**config.mk**
```make
export PLATFORM = sky130hd
export DESIGN_NAME = shift_unit_seq
export DESIGN_NICKNAME = d
export VERILOG_FILES = /design/src/rtl/shift_unit_seq.sv
export SDC_FILE = /design/constraint.sdc
export NUM_CORES = 1
export LEC_CHECK = 0
export ABC_AREA = 1
export ABC_CLOCK_PERIOD_IN_PS = 1200
export CAP_MARGIN = 20
export CORE_MARGIN = 3
export CORE_UTILIZATION = 44
export DETAILED_ROUTE_END_ITERATION = 7
export PLACE_DENSITY = 0.79
export RECOVER_POWER = 50
export SLEW_MARGIN = 15
export SYNTH_ARGS = -nofsm -noshare
export SYNTH_HDL_FRONTEND = slang
export SYNTH_SLANG_ARGS = --single-unit
```
**constraint.sdc**
```tcl
create_clock -name clk -period 1.2 [get_ports clk]
set_input_delay 0.24 -clock clk [delete_from_list [all_inputs] [get_ports clk]]
set_output_delay 0.24 -clock clk [all_outputs]
set_load 0.02 [all_outputs]
```
**src/rtl/shift_unit_seq.sv**
```systemverilog
// Sequential shift/rotate unit: loads an operand on start, then applies one
// shift or rotate step per clock for a programmed number of steps.
module shift_unit_seq #(
  parameter int WIDTH = 8,
  parameter int AMT_W = 4
) (
  input  logic             clk,
  input  logic             rst,
  input  logic             start,
  input  logic [2:0]       mode,
  input  logic [AMT_W-1:0] amt,
  input  logic [WIDTH-1:0] x,
  output logic [WIDTH-1:0] f,
  output logic             cout,
  output logic             busy,
  output logic             done
);

  typedef enum logic [1:0] {IDLE, SHIFT, DONE} state_t;

  state_t           state, state_nxt;
  logic [AMT_W-1:0] cnt;
  logic [2:0]       mode_r;
  logic             accept;
  logic [WIDTH:0]   step_res;

  // One step of the selected operation; result is {cout, f}.
  // Reserved modes hold both f and cout.
  function automatic logic [WIDTH:0] step_op(input logic [2:0] op,
                                             input logic [WIDTH-1:0] v,
                                             input logic c);
    case (op)
      3'b000:  step_op = {v[WIDTH-1], v[WIDTH-2:0], 1'b0};
      3'b001:  step_op = {v[0], 1'b0, v[WIDTH-1:1]};
      3'b010:  step_op = {v[0], v[WIDTH-1], v[WIDTH-1:1]};
      3'b011:  step_op = {v[WIDTH-1], v[WIDTH-2:0], v[WIDTH-1]};
      3'b100:  step_op = {v[0], v[0], v[WIDTH-1:1]};
      default: step_op = {c, v};
    endcase
  endfunction

  assign accept   = start && (state != SHIFT);
  assign step_res = step_op(mode_r, f, cout);
  assign busy     = (state == SHIFT);
  assign done     = (state == DONE);

  always_ff @(posedge clk or posedge rst) begin
    if (rst) state <= IDLE;
    else     state <= state_nxt;
  end

  always_comb begin
    state_nxt = state;
    if (accept) begin
      state_nxt = (amt == '0) ? DONE : SHIFT;
    end else begin
      case (state)
        SHIFT:   if (cnt == AMT_W'(1)) state_nxt = DONE;
        DONE:    state_nxt = IDLE;
        default: state_nxt = state;
      endcase
    end
  end

  // Datapath: load on accepted start, step while shifting, otherwise hold.
  always_ff @(posedge clk or posedge rst) begin
    if (rst) begin
      f      <= '0;
      cout   <= 1'b0;
      cnt    <= '0;
      mode_r <= 3'b000;
    end else if (accept) begin
      f      <= x;
      cout   <= 1'b0;
      cnt    <= amt;
      mode_r <= mode;
    end else if (state == SHIFT) begin
      {cout, f} <= step_res;
      cnt       <= cnt - 1'b1;
    end
  end

endmodule

```
==> out/qor.csv, run 1 <==
stage,metric,value,unit
run_status,outcome,"finished, violations left",
run_status,violations,negative setup slack,
route,totalWireLength,3660,microns
power,power_density,2580,mW/mm^2
die,die_width,58.4,microns
place,globalplace.congestion,0.870,
worst_setup_path,timing.critical_path.cells,inv_2 -> ha_4 -> buf_12 -> inv_16 -> nand2_8 -> nand3_4 -> nand2_8 -> nor2_1 -> nand2_1 -> nand2_1,
die,core_area,0.00254,sq mm
yosys,yosysUniqueCellTypes,21,
cts,clock-sinks,18,
place,detailed_place.area,0.00170,sq mm
cts,tritoncts,built,
yosys,async_flop_share,100,%
die,die_area,0.00341,sq mm
sta,worst_pin_slew,0.486,ns
route,detailroute.via_count,1320,
global_route,vias_in_the_first_global_route,1249,
sta,timing.final.crit_share,122,%
sta,finalCriticalPeriod,1.46,ns
sta,final_number_of_max_transition_violations,0,
flow_run,max-cap-violations,0,
die,initial_core_util,47.4,%
yosys,syn-num-nets,193,
finish,stdcell_count,258,
die,design.portCount,29,
global_route,first_pass_grt_wire_length,5320,microns
cts,clockRootBuffer,sky130_fd_sc_hd__clkbuf_4,
global_route,global_route_total_overflow,0,
sta,timing.final.hold_violations,0,
yosys,synth.area.top_cells,"sky130_fd_sc_hd__dfrtp_1, sky130_fd_sc_hd__nand2_1, sky130_fd_sc_hd__nand3_1",
route,vias_per_cell,5.12,
die,std_cell_rows,18,
worst_setup_path,setup.worst_path.start_class,flip-flop,
yosys,yosys_most_used_dff,sky130_fd_sc_hd__dfrtp_1,
finish,area_growth_syn_to_layout,62.1,%
route,drc,0,
yosys,synth.yosys.seq_area_share,37.3,%
cts,ctsHtreeMaxLevel,1,
route,avgRoutedWirePerCell,14.2,microns
worst_setup_path,worst_path_dominant_cell_family,simple AND/OR/NAND/NOR gates,
route,antenna_left,0,
yosys,synth_top_area_share,37.3,%
yosys,yosys_warnings,0,
cts,clk_transition_reported_paths,0.11,ns
worst_setup_path,critical_path.max_fanout,15,
yosys,synth.most_common_cell,sky130_fd_sc_hd__nand2_1,
finish,antenna-diode-count,0,
route,drt_iter0_drc,48,
sta,postLayoutSetupSlackWorst,-0.265,ns
place,dpl.cell_count,245,
power,vdd_ir_drop_max,1.75,mV
place,hpwl,2200,microns
cts,numCtsBuffers,3,
yosys,number_of_flops_mapped_to_enable_cells_by_yosys,0,
finish,fillers,180,
sta,max_freq,683,MHz
yosys,post_synth_inst_count,170,
cts,clock_path_buffers,2,
worst_setup_path,cpMaxStageDelayCell,sky130_fd_sc_hd__dfrtp_1,
cts,worstSkewPairLatency,0.30,ns
sta,skew,0.00195,ns
worst_setup_path,cp_num_buf_inv,3,
route,drt_pass1_iterations,4,
global_route,gr-usage-all-layers,19.9,%
worst_setup_path,arrival,1.67,ns
yosys,post_synth.cell_area_avg,7.10,sq um
sta,slew_headroom,67.6,%
yosys,synth.cell_area,0.00121,sq mm
worst_setup_path,worst_setup_path_end_kind,flip-flop,
finish,final_area,0.00196,sq mm
place,io_buffer_count,28,
place,dp_worst_setup_slack,-0.311,ns
finish,nets,252,
yosys,synth_common_cells,"sky130_fd_sc_hd__nand2_1, sky130_fd_sc_hd__nor2_1, sky130_fd_sc_hd__nand3_1, sky130_fd_sc_hd__dfrtp_1, sky130_fd_sc_hd__inv_1",
yosys,ys_ff_latch,18,
worst_hold_path,classification_of_the_worst_slack_hold_path,in -> async,
yosys,area_leader_netlist,sky130_fd_sc_hd__dfrtp_1,
global_route,antenna_found_initial,0,
sta,rsz0062_at_grt,yes,
power,static-leakage-power,0.996,nW
sta,whs,0.474,ns
finish,drive_above_1_share,36.0,%
worst_setup_path,slowest_delay,0.42,ns
global_route,grt_start_max_net_pins,19,
sta,setup_viol_count_final,20,
worst_setup_path,critPathRequiredTime,1.40,ns
worst_setup_path,path_class,reg -> reg,
die,die_h,58.4,microns
## worst register-to-register path: cells and delay by family, from the launching register on
kind,cells,cell delay (ns)
adders and majority gates,1,0.15
buffers and inverters,3,0.25
DFF,1,0.42
and+or+nand+nor,6,0.52
## cells by family after synthesis
| family | count (synthesis) | share of synthesized area (%) |
|---|---|---|
| AND/OR/NAND/NOR | 114 | 43.3 |
| flip-flops | 18 | 37.3 |
| buffers and inverters | 21 | 7.56 |
| adder cells (fa/ha/maj) | 5 | 5.18 |
| XOR/XNOR | 2 | 1.45 |
| AO/OA/AOI/OAI | 10 | 5.18 |
## cell usage in the layout, fill, tap and decap left out, drive strengths merged
cell            n
o221ai          2
clkdlybuf4s50  15
buf            38
o21ai           6
o211ai          1
dlymetal6s2s    1
nor2           20
nor3            1
dlygate4sd3     1
nand3          21
inv            18
nand2          70
ha              5
dfrtp          18
xnor2           2
o21bai          1
nand4           3
clkbuf          5
## layer usage
layer | vias to the layer above | routed length [microns] | GRT usage [%]
met5 | - | 0 | 0
met4 | 0 | 36 | 3.97
met3 | 6 | 164 | 4.82
met2 | 32 | 1980 | 34.8
met1 | 621 | 1490 | 24.9
li1 | 661 | - | -
## report_power, final
group	switching (mW)	internal, mW
Clock	0.203	0.185
Sequential	0.253	0.889
Combinational	1.93	1.59
Total	2.39	2.66
## what timing repair did
item / in CTS / in global routing
endpoints found under the setup margin: 29 / 26
hold buffers: 0 / 0
pin swaps: 2 / 0
gates resized for setup: 59 / 35
cloned: 2 / 0
endpoints found under the hold margin: 0 / 0
setup buffers: 2 / 5
## through the flow
step / util, % / power (mW) / setup TNS, ns
after floorplan: - / 2.84 / -0.885
after global placement: 67.0 / 3.92 / -3.44
after detailed placement: 67.0 / 4.01 / -4.03
after CTS: 72.5 / 4.60 / -3.18
after global routing: 76.9 / 5.40 / -5.51
final: 76.9 / 5.05 / -4.33
## path summary, 6_finish.rpt
path                           from   end  slack [ns]  depth (start not counted)
hold / removal                  rst  f[1]        0.47                          3
hold reg to reg                cout  cout        0.49                          2
min in group clk               cout  cout        0.49                          2
setup / recovery           state[1]  f[0]       -0.26                         10
setup reg to reg           state[1]  f[0]       -0.26                         10
max in group asynchronous       rst  f[4]        0.40                          3
## registers in the layout, summed over array words and instances, names as in the netlist
register	flops
state	2
cout	1
f	8
cnt	4
mode_r	3
## layout make-up
| type | instances | area (sq um) | area share (%) |
|---|---|---|---|
| Timing Repair Buffer | 56 | 523 | 26.7 |
| Sequential cell | 18 | 450 | 23.0 |
| Inverter | 18 | 93.8 | 4.80 |
| Tap cell | 30 | 37.5 | 1.92 |
| Clock buffer | 4 | 36.3 | 1.85 |
| Multi-Input combinational cell | 132 | 816 | 41.7 |
No activity file was read; power rests on OpenSTA's default activity.
==> run 2: changes to the inputs <==
- HOLD_SLACK_MARGIN: default -> 0.12
==> results of run 2 <==
Same layout as run 1: the final DEF is identical, and so are final timing and power.
==> run 3: changes to the inputs <==
- CORE_ASPECT_RATIO: default -> 1.1
==> run 3 against run 2 <==
Compared with the run above: the run still ends with negative setup slack left; sequential cell count unchanged; clock power fell by 23%; core utilization down 3.0 points; worst setup slack improved by 0.028 ns; via count barely moved; critical endpoint unchanged; highest routed layer unchanged.
==> out/qor.csv, run 3 (synthesis gave the netlist of run 1 again) <==
stage,metric,value,unit
global_route,first_pass_grt_wire_length,5470,microns
sta,slew_headroom,68.6,%
die,core_area,0.00257,sq mm
run_status,outcome,"finished, violations left",
finish,core_utilization_of_the_finished_layout,73.9,%
sta,timing.final.crit_share,120,%
finish,antenna-diode-count,0,
worst_setup_path,worst_setup_path_end_kind,flip-flop,
route,drt_pass1_iterations,4,
cts,clockRootBuffer,sky130_fd_sc_hd__clkbuf_4,
worst_setup_path,setup.worst_path.start_class,flip-flop,
power,static-leakage-power,0.956,nW
route,avgRoutedWirePerCell,13.0,microns
finish,stdcell_count,258,
route,vias_per_cell,5.12,
worst_setup_path,arrival,1.61,ns
die,initial_core_util,47.0,%
sta,timing.final.hold_violations,0,
cts,clock_path_buffers,2,
finish,nets,252,
global_route,grt_start_max_net_pins,19,
sta,rsz0062_at_grt,yes,
place,dp_worst_setup_slack,-0.308,ns
route,drc,0,
sta,timing.setup.tns,-3.48,ns
worst_setup_path,critPathRequiredTime,1.37,ns
worst_setup_path,slowest_delay,0.46,ns
die,die_width,55.9,microns
finish,area_growth_syn_to_layout,57.1,%
finish,final_cell_mix,"sky130_fd_sc_hd__nand2_1, sky130_fd_sc_hd__buf_4, sky130_fd_sc_hd__nand3_1",
route,antenna_left,0,
worst_hold_path,classification_of_the_worst_slack_hold_path,in -> async,
finish,layout_commonest_cell,sky130_fd_sc_hd__nand2_1,
finish,largest_registers,"f x8, cnt x4, mode_r x3",
sta,skew,0.00819,ns
sta,finalCriticalPeriod,1.44,ns
cts,worstSkewPairLatency,0.29,ns
worst_setup_path,timing.critical_path.cells,ha_4 -> buf_12 -> inv_12 -> nand2_8 -> buf_4 -> nor2_4 -> nor2_4 -> nand2_1 -> nand2_1,
finish,drive_above_1_share,38.3,%
cts,ctsHtreeMaxLevel,1,
flow_run,max-cap-violations,0,
global_route,vias_in_the_first_global_route,1266,
cts,clock-sinks,18,
cts,clk_transition_reported_paths,0.10,ns
sta,max_freq,696,MHz
global_route,antenna_found_initial,0,
worst_setup_path,cp_num_buf_inv,3,
run_status,violations,negative setup slack,
place,io_buffer_count,28,
finish,largest_register_ffs,8,
worst_setup_path,setup.worst_path.start,state[0],
route,detailroute.via_count,1321,
global_route,gr-usage-all-layers,20.3,%
global_route,global_route_total_overflow,0,
sta,postLayoutSetupSlackWorst,-0.237,ns
cts,tritoncts,built,
cts,cts.hold.buffers_added,0,
place,detailed_place.area,0.00171,sq mm
die,std_cell_rows,19,
cts,numCtsBuffers,3,
die,die_area,0.00341,sq mm
power,vdd_ir_drop_max,1.74,mV
worst_setup_path,path_class,reg -> reg,
place,hpwl,2240,microns
worst_setup_path,cpMaxStageDelayCell,sky130_fd_sc_hd__dfrtp_2,
die,die_h,60.9,microns
sta,final_number_of_max_transition_violations,0,
die,design.portCount,29,
place,globalplace.congestion,0.929,
route,drt_iter0_drc,32,
power,power_density,2520,mW/mm^2
finish,final_area,0.00190,sq mm
sta,worst_pin_slew,0.471,ns
finish,registers.top_by_ff_count,f,
worst_setup_path,worst_path_dominant_cell_family,flip-flops,
route,totalWireLength,3350,microns
sta,setup_viol_count_final,20,
place,dpl.cell_count,248,
worst_setup_path,critical_path.max_fanout,5,
worst_setup_path,crit-reg2reg-launch,state[0],
## run 3: final timing paths
path | end | slack (ns) | depth (start not counted)
max | f[0] | -0.24 | 9
min | f[1] | 0.47 | 3
max reg2reg | f[0] | -0.24 | 9
min reg2reg | cout | 0.47 | 2
max in group asynchronous | state[0] | 0.39 | 3
min in group clk | cout | 0.47 | 2
## run 3: worst reg2reg max path, stage by stage (launching register included)
cell and delay [ns]:
sky130_fd_sc_hd__dfrtp_2 0.46, sky130_fd_sc_hd__ha_4 0.18, sky130_fd_sc_hd__buf_12 0.13, sky130_fd_sc_hd__inv_12 0.07, sky130_fd_sc_hd__nand2_8 0.06, sky130_fd_sc_hd__buf_4 0.16
sky130_fd_sc_hd__nor2_4 0.10, sky130_fd_sc_hd__nor2_4 0.04, sky130_fd_sc_hd__nand2_1 0.05, sky130_fd_sc_hd__nand2_1 0.07
## run 3: what timing repair did
| item | in CTS | in global routing |
|---|---|---|
| gates cloned | 2 | 0 |
| endpoints found under the setup margin | 29 | 29 |
| gates resized for setup | 59 | 33 |
| setup buffers | 4 | 1 |
| pin swaps | 6 | 4 |
## run 3: per-stage QoR
stage / hold WS (ns) / total power [mW]
6_report: 0.470 / 4.78
5_1_grt: 0.505 / 5.18
4_1_cts: 0.252 / 4.66
3_5_place_dp: 0.458 / 4.02
3_3_place_gp: 0.459 / 3.91
2_1_floorplan: 0.179 / 2.84
## run 3: layer usage
layer  routed length [microns]  vias up  share of wire (%)  track usage [%]
met4                        72        0                2.2             9.83
li1                          -      658                  -                -
met1                      1350      624                 40             23.6
met5                         0        -                  0                0
met3                       131        9                3.9             2.77
met2                      1790       30                 54             37.5
## run 3: power breakdown
group | switching (mW) | leakage, nW | internal, mW | total (mW)
registers | 0.232 | 0.220 | 0.892 | 1.12
clock network | 0.180 | 0.0138 | 0.117 | 0.297
logic | 1.86 | 0.723 | 1.50 | 3.36
total | 2.28 | 0.956 | 2.51 | 4.78
## run 3: cell type report
type                            instances  area [sq um]
Clock buffer                            3          22.5
Fill cell                             208           671
Sequential cell                        18           452
Tap cell                               31          38.8
Timing Repair Buffer                   55           478
Inverter                               18          85.1
Multi-Input combinational cell        133           821
